$ cat src/rtl/input_conditioner_pkg.sv
// Shared board constants and helpers for the Nexys4 input conditioner.
// Holds the clock rate, default debounce length and button index map.
package input_conditioner_pkg;

    localparam int CLK_HZ        = 100_000_000;
    localparam int DB_CYCLES_DEF = 1_000_000;

    localparam int BTN_RST = 0;
    localparam int BTN_D   = 1;
    localparam int BTN_R   = 2;
    localparam int BTN_U   = 3;
    localparam int BTN_L   = 4;
    localparam int BTN_C   = 5;

    function automatic int cnt_width(input int n);
        return $clog2(n + 1);
    endfunction

endpackage

$ cat src/rtl/input_conditioner_debounce_chan.sv
// One conditioned input: 2-FF synchroniser, polarity fix-up and stable-count debouncer.
// toggle is high in the cycle before db flips, so the parent can register edge pulses in step with db.
module debounce_chan
    import input_conditioner_pkg::*;
#(
    parameter int   COUNT = 4,
    parameter logic INV   = 1'b0
) (
    input  logic clk,
    input  logic reset,
    input  logic raw,
    output logic db,
    output logic toggle
);

    localparam int                CNT_W = cnt_width(COUNT);
    localparam logic [CNT_W-1:0]  LAST  = CNT_W'(COUNT - 1);

    logic             sync1_r;
    logic             sync2_r;
    logic             sync_s;
    logic [CNT_W-1:0] cnt_r;
    logic [CNT_W-1:0] cnt_nxt_s;
    logic             toggle_s;
    logic             db_r;

    assign sync_s = sync2_r ^ INV;

    // Counter next-state: restart on any agreement, flip db on the COUNT-th disagreeing cycle.
    always_comb begin
        cnt_nxt_s = {CNT_W{1'b0}};
        toggle_s  = 1'b0;
        if (sync_s == db_r) begin
            cnt_nxt_s = {CNT_W{1'b0}};
        end else if (cnt_r == LAST) begin
            toggle_s  = 1'b1;
            cnt_nxt_s = {CNT_W{1'b0}};
        end else begin
            cnt_nxt_s = cnt_r + CNT_W'(1);
        end
    end

    // Synchroniser, counter and debounced level registers.
    always_ff @(posedge clk or negedge reset) begin
        if (!reset) begin
            sync1_r <= 1'b0;
            sync2_r <= 1'b0;
            cnt_r   <= {CNT_W{1'b0}};
            db_r    <= 1'b0;
        end else begin
            sync1_r <= raw;
            sync2_r <= sync1_r;
            cnt_r   <= cnt_nxt_s;
            db_r    <= db_r ^ toggle_s;
        end
    end

    assign db     = db_r;
    assign toggle = toggle_s;

endmodule

$ cat src/rtl/input_conditioner.sv
// Debounces pushbuttons and switches, generates button press/release pulses,
// sticky press flags and a maskable interrupt for the KCPSM6 I/O block.
module input_conditioner
    import input_conditioner_pkg::*;
#(
    parameter int          NUM_BTN    = 6,
    parameter int          NUM_SW     = 16,
    parameter int          DB_CYCLES  = DB_CYCLES_DEF,
    parameter int          SIM_CYCLES = 4,
    parameter int          SIMULATE   = 0,
    parameter logic [15:0] BTN_INV    = 16'h0001,
    parameter logic [31:0] SW_INV     = 32'h0000_0000
) (
    input  logic               clk,
    input  logic               reset,
    input  logic [NUM_BTN-1:0] pbtn_in,
    input  logic [NUM_SW-1:0]  switch_in,
    output logic [NUM_BTN-1:0] pbtn_db,
    output logic [NUM_SW-1:0]  swtch_db,
    output logic [NUM_BTN-1:0] btn_press,
    output logic [NUM_BTN-1:0] btn_release,
    output logic [NUM_BTN-1:0] btn_sticky,
    input  logic [NUM_BTN-1:0] sticky_clr,
    input  logic [NUM_BTN-1:0] irq_en,
    output logic               irq
);

    localparam int N = (SIMULATE != 0) ? SIM_CYCLES : DB_CYCLES;

    logic [NUM_BTN-1:0] btn_db_s;
    logic [NUM_BTN-1:0] btn_toggle_s;
    logic [NUM_SW-1:0]  sw_toggle_unused_s;
    logic [NUM_BTN-1:0] press_r;
    logic [NUM_BTN-1:0] release_r;
    logic [NUM_BTN-1:0] sticky_r;
    logic               irq_r;

    for (genvar i = 0; i < NUM_BTN; i++) begin : g_btn
        debounce_chan #(
            .COUNT (N),
            .INV   (BTN_INV[i])
        ) u_chan (
            .clk    (clk),
            .reset  (reset),
            .raw    (pbtn_in[i]),
            .db     (btn_db_s[i]),
            .toggle (btn_toggle_s[i])
        );
    end

    // Switches are levels only; their toggle strobes are deliberately dropped.
    for (genvar j = 0; j < NUM_SW; j++) begin : g_sw
        debounce_chan #(
            .COUNT (N),
            .INV   (SW_INV[j])
        ) u_chan (
            .clk    (clk),
            .reset  (reset),
            .raw    (switch_in[j]),
            .db     (swtch_db[j]),
            .toggle (sw_toggle_unused_s[j])
        );
    end

    // Edge pulses land with the db flip; sticky set beats a same-cycle clear.
    always_ff @(posedge clk or negedge reset) begin
        if (!reset) begin
            press_r   <= {NUM_BTN{1'b0}};
            release_r <= {NUM_BTN{1'b0}};
            sticky_r  <= {NUM_BTN{1'b0}};
            irq_r     <= 1'b0;
        end else begin
            press_r   <= btn_toggle_s & ~btn_db_s;
            release_r <= btn_toggle_s & btn_db_s;
            sticky_r  <= (sticky_r & ~sticky_clr) | press_r;
            irq_r     <= |(sticky_r & irq_en);
        end
    end

    assign pbtn_db     = btn_db_s;
    assign btn_press   = press_r;
    assign btn_release = release_r;
    assign btn_sticky  = sticky_r;
    assign irq         = irq_r;

endmodule
$ cat config.mk
export PLATFORM = sky130hd
export DESIGN_NAME = input_conditioner
export DESIGN_NICKNAME = d
export VERILOG_FILES = /design/src/rtl/input_conditioner_pkg.sv /design/src/rtl/input_conditioner_debounce_chan.sv /design/src/rtl/input_conditioner.sv
export SDC_FILE = /design/constraint.sdc
export NUM_CORES = 1
export LEC_CHECK = 0
export ABC_AREA = 1
export BUFFER_PORTS_ARGS = -buffer_cell sky130_fd_sc_hd__buf_2
export CAP_MARGIN = 20
export CORE_AREA = 3 3 308 158
export CTS_CLUSTER_DIAMETER = 40
export DETAILED_ROUTE_END_ITERATION = 8
export DIE_AREA = 0 0 311 161
export GPL_TIMING_DRIVEN = 0
export HOLD_SLACK_MARGIN = 0.03
export PLACE_DENSITY = 0.77
export SLEW_MARGIN = 20
export SYNTH_ARGS = -nofsm -noshare
export SYNTH_HDL_FRONTEND = slang
export SYNTH_SLANG_ARGS = --single-unit
$ cat constraint.sdc
create_clock -name clk -period 2.5 [get_ports clk]
set_clock_uncertainty 0.1 [all_clocks]
set_input_delay 0.125 -clock clk [delete_from_list [all_inputs] [get_ports clk]]
set_output_delay 0.125 -clock clk [all_outputs]
set_load 0.02 [all_outputs]
### After elaboration in Yosys (flattened, before gate mapping)

Cells that the tools add are included.

* register bits after elaboration: 525
* bits in latches: 0
* bits in writable memories: 0
* ROM bits: 0
* logic and storage cells: 277
* memories kept: 0

* add/subtract/negate cells: 22
* multiply operators: 0
* div/mod/pow operators: 0
* magnitude comparators: 0
* equality and inequality tests: 44
* shifts and indexed selects: 0
* mux-type cells: 88
* bitwise operators: 30
* reductions and logical operators: 1

Operators with widths (count)
* $mux 20: 44
* $add 20x1->20 const B: 22
* $eq 20x20->1 const B: 22
* $mux 1: 44
* $and 6x6->6: 4
* $eq 1x1->1: 22
* $xor 1x1->1: 22
* $not 6->6: 2
* $or 6x6->6: 1
* $reduce_or 6->1: 1
* $not 1->1: 1

### Logic depth before layout (Yosys ltp)

* depth in word-level cells: 4
* mapped depth: 9
* depth with buffers taken out: 9

### Modules after synthesis

A second synthesis with hierarchy kept.

* cell total of the unflattened synthesis: 3435
* area total of the unflattened synthesis: 28541.1 µm²

By module, submodules not included
* debounce_chan (g_btn[1].u_chan ...): instances 21, cells each 153, area each 1265.0 µm², seq. area each 575.6 µm²
* debounce_chan (g_btn[0].u_chan): instances 1, cells each 155, area each 1298.7 µm², seq. area each 575.6 µm²
* input_conditioner: instances 1, cells each 67, area each 678.2 µm², seq. area each 475.5 µm²

### Worst setup path after synthesis

Ideal clock, no wire load.

* path kind: reg2reg
* start point: register g_btn[0].u_chan.db_r
* end point: register g_btn[0].u_chan.db_r
* library setup time: 0.063 ns
* data arrival time: 1.405 ns
* required time: 2.337 ns
* setup slack: 0.932 ns
* cell stages (with the launch flop): 7
* path through: dfrtp_1 -> xnor2_1 -> inv_1 -> buf_2 -> nor2_1 -> ha_1 -> inv_1

* word-level cells in the longest chain between the ends: 3

Ends and longest elaborated chain
* start: declaration: RTL line input_conditioner_debounce_chan.sv:25 `logic db_r;`
* start signal: assignment: RTL line input_conditioner_debounce_chan.sv:54 `db_r <= db_r ^ toggle_s;`
* $eq 1x1->1: RTL line input_conditioner_debounce_chan.sv:33 `if (sync_s == db_r) begin`
* $mux 1: RTL line input_conditioner_debounce_chan.sv:33
* $xor 1x1->1 (*): RTL line input_conditioner_debounce_chan.sv:54

Every way passes the cells marked *; elsewhere a longest branch is shown, timed or not.

==> results.md <==
* Chip width at 311 um
* Avg Vias per Cell at 5.219
* Starting Density at 0.5974
* Run status: finished, final reports clean
* Clock root cell: clkbuf_16
* Top Ports at 77
* Ys async rst share at 1.000
* Syn_nets at 3,559
* Area taken by multi-input logic gates at 0.01318 mm2
* Worst Hold Launch: switch_in[12]
* H-tree depth at 2
* Post-CTS setup buffer count at 0
* Initial drt markers at 2,561
* GRT Util Overall at 0.2514
* R2R Path Start: g_btn[0].u_chan.db
* Leakage at 0.01337 uW
* Worst hold slack at 0.07754 ns
* Mapped Area at 0.02771 mm2
* Most common cell after layout, fill and taps aside: nor2_1
* Die Y at 161 um
* CP Class: primary input to asynchronous set/reset pin
* Area post-placement at 0.02906 mm2
* Clk slew on worst S/H paths at 0.06 ns
* RSZ-0062 raised after global routing: no
* Clk pwr share at 0.466
* Layout cells sized above 1 at 0.1017
* Vias in the first global route at 20,790
* Int Power at 13,530 uW
* MaxCap Viol Count at 0
* Synth area leaders: dfrtp_1, nor2_1, nand2_1
* Nets@finish at 3,725
* Tmin final at 2.206 ns
* Pwr Density at 561.6 mW/mm2
* Hpwl dp at 45,180 um
* Seq pwr share at 0.498
* Worst path arrival time at 2.83 ns
* Netlist cell types at 37
* Reg area at 0.01314 mm2
* Flop and latch count out of synthesis at 525
* Design area at 0.03115 mm2
* CP Launch Type: primary input
* Average size of a mapped cell at 7.919 um2
* Initial antenna violation count at 0
* Clock tree sinks at 525
* HP Class: primary input to flop
* TritonCTS clock tree: built
* Synth Flop Type: dfrtp_1
* Worst skew pair latency at 0.59 ns
* Residual DRC at 0
* Num CTS Buffers at 50
* Final Cycle Share at 0.8825
* Largest area contributor in the netlist: dfrtp_1
* Routability congestion estimate from global placement at 0.9432
* Area grow syn2layout at 12.42%
* Top cell type's share of synthesized area at 0.4741
* Syn Inst Count at 3,499
* Sw Ratio at 0.2268
* Core Area at 0.04638 mm2
* Final ANT Viol Nets at 0
* Drt pass-1 iters at 6
* WL final at 61,810 um
* First-pass GRT wire length at 105,600 um
* Post-synth EDFFs at 0
* # setup viols final at 0
* Via count at 22,680
* Final Hold Viols at 0
* Register area share after synthesis at 0.4741
* Die footprint at 0.05007 mm2
* Cell Rows at 56
* Crit path required time at 3.13 ns
* Fin. max-slew vios at 0
* Diode count at 0
* CP endpoint kind: asynchronous set/reset pin
* Wire length per cell at 14.23 um
* Grt total ovfl at 0
* Fmax achieved at 453.3 MHz
* Comb power frac at 0.036
* CP startpoint: reset
* Synth Warn # at 0
* Filler cells at 3,905
* Clock Tree Buf Depth at 3
* Largest net degree at the start of global routing at 99
* Slew of the pin with the lowest slew margin at 0.5798 ns
* Critical Path Fanout Max at 77
* Relative slew slack at 0.6134
* Buffers on Ports at 76
* Maximum vdd drop at 521.2 uV
* Switch Pwr at 3968 uW
* Commonest non-fill, non-tap cells in the layout: nor2_1, nand2_1, dfrtp_1, nand3_1, inv_1
## through the flow
stage	power [uW]	setup TNS (ns)	setup slack (ns)	utilization	cells
after global placement	9425	-4925.92	-9.449	0.6228	4213
after floorplan	9131	0	0.9321	-	3499
after global routing	18190	0	0.01060	0.6716	4345
after detailed placement	9469	0	0.6860	0.6266	4219
final	17490	0	0.2937	0.6716	4345
after CTS	17700	0	0.2182	0.6716	4345
## per-layer routing
layer,wire length [um],vias up,track usage
met5,0,-,0
met4,677,0,0.04227
met3,5566,57,0.05462
met2,22170,774,0.3071
met1,33390,10400,0.4413
li1,-,11440,-
## repair_timing
item / CTS / global route
endpoints found under the hold margin: 249 / 0
resized for setup: 0 / 0
hold buffers: 32 / 0
## power by group through the flow
| stage | registers, uW | clock network, uW | logic, uW |
|---|---|---|---|
| 2_1_floorplan | 8850 | 0 | 282 |
| 3_3_place_gp | 8870 | 0 | 553 |
| 3_5_place_dp | 8870 | 0 | 599 |
| 4_1_cts | 8710 | 8350 | 640 |
| 5_1_grt | 8720 | 8740 | 730 |
| 6_report | 8710 | 8160 | 626 |
## sequential cells by signal, summed over array words and instances, names as in the netlist, named ones only
name / flops
g_btn.u_chan.sync1_r: 6
btn_release: 6
g_sw.u_chan.sync1_r: 16
g_btn.u_chan.sync2_r: 6
g_btn.u_chan.db: 1
g_sw.u_chan.cnt_r: 320
btn_press: 6
g_sw.u_chan.sync2_r: 16
g_btn.u_chan.cnt_r: 120
irq: 1
btn_sticky: 6
## synth_stat cells (4+ instances only)
cell type,count
nor2_1,945
nand2_1,597
dfrtp_1,525
nand3_1,389
inv_1,294
xor2_1,148
xnor2_1,94
nand4_1,71
a21oi_1,49
nand2_2,46
nor2_2,41
o21ai_0,40
nor3_1,35
nor2_4,33
ha_1,24
buf_4,22
nand3_2,17
and2_1,16
o21ai_1,15
nor3b_1,14
o21bai_1,13
buf_2,12
inv_2,10
nand3b_1,10
clkbuf_1,7
nor3_4,7
nand3_4,6
nor3b_2,4
## worst max-delay path: stages
cell and delay, ns:
dlygate4sd3_1 0.53, dlygate4sd3_1 0.58, buf_8 0.44, buf_16 0.32, buf_16 0.33, buf_16 0.36
## area by class of cell
| class | instances | area share |
|---|---|---|
| Inverter | 304 | 0.03663 |
| Buffer | 41 | 0.008074 |
| Clock buffer | 67 | 0.04619 |
| Clock inverter | 27 | 0.01052 |
| Timing Repair Buffer | 114 | 0.02812 |
| Sequential cell | 525 | 0.4218 |
| Tap cell | 638 | 0.02563 |
| Multi-Input combinational cell | 2629 | 0.4231 |
## path summary, 6_finish.rpt
| path | to | depth (start not counted) | slack, ns |
|---|---|---|---|
| min in group asynchronous | g_sw[5].u_chan.cnt_r[16] | 3 | 0.53 |
| max in group clk | g_btn[0].u_chan.db | 6 | 0.67 |
| hold / removal | g_sw[12].u_chan.sync1_r | 2 | 0.08 |
| hold reg to reg | g_sw[12].u_chan.sync2_r | 0 | 0.24 |
| setup reg to reg | g_btn[0].u_chan.db | 6 | 0.67 |
| setup / recovery | g_sw[3].u_chan.sync2_r | 6 | 0.29 |
## logic make-up (layout without fill, tap and decap cells)
kind of cell	count (synthesis)	count (layout)	synth area share
fa+ha+maj	24	24	0.01084
flops	525	525	0.4741
buf+inv	345	553	0.05026
simple gates	2237	2237	0.3625
xor+xnor	245	245	0.07825
compound gates	123	123	0.02402
No activity file was read; power rests on OpenSTA's default activity.
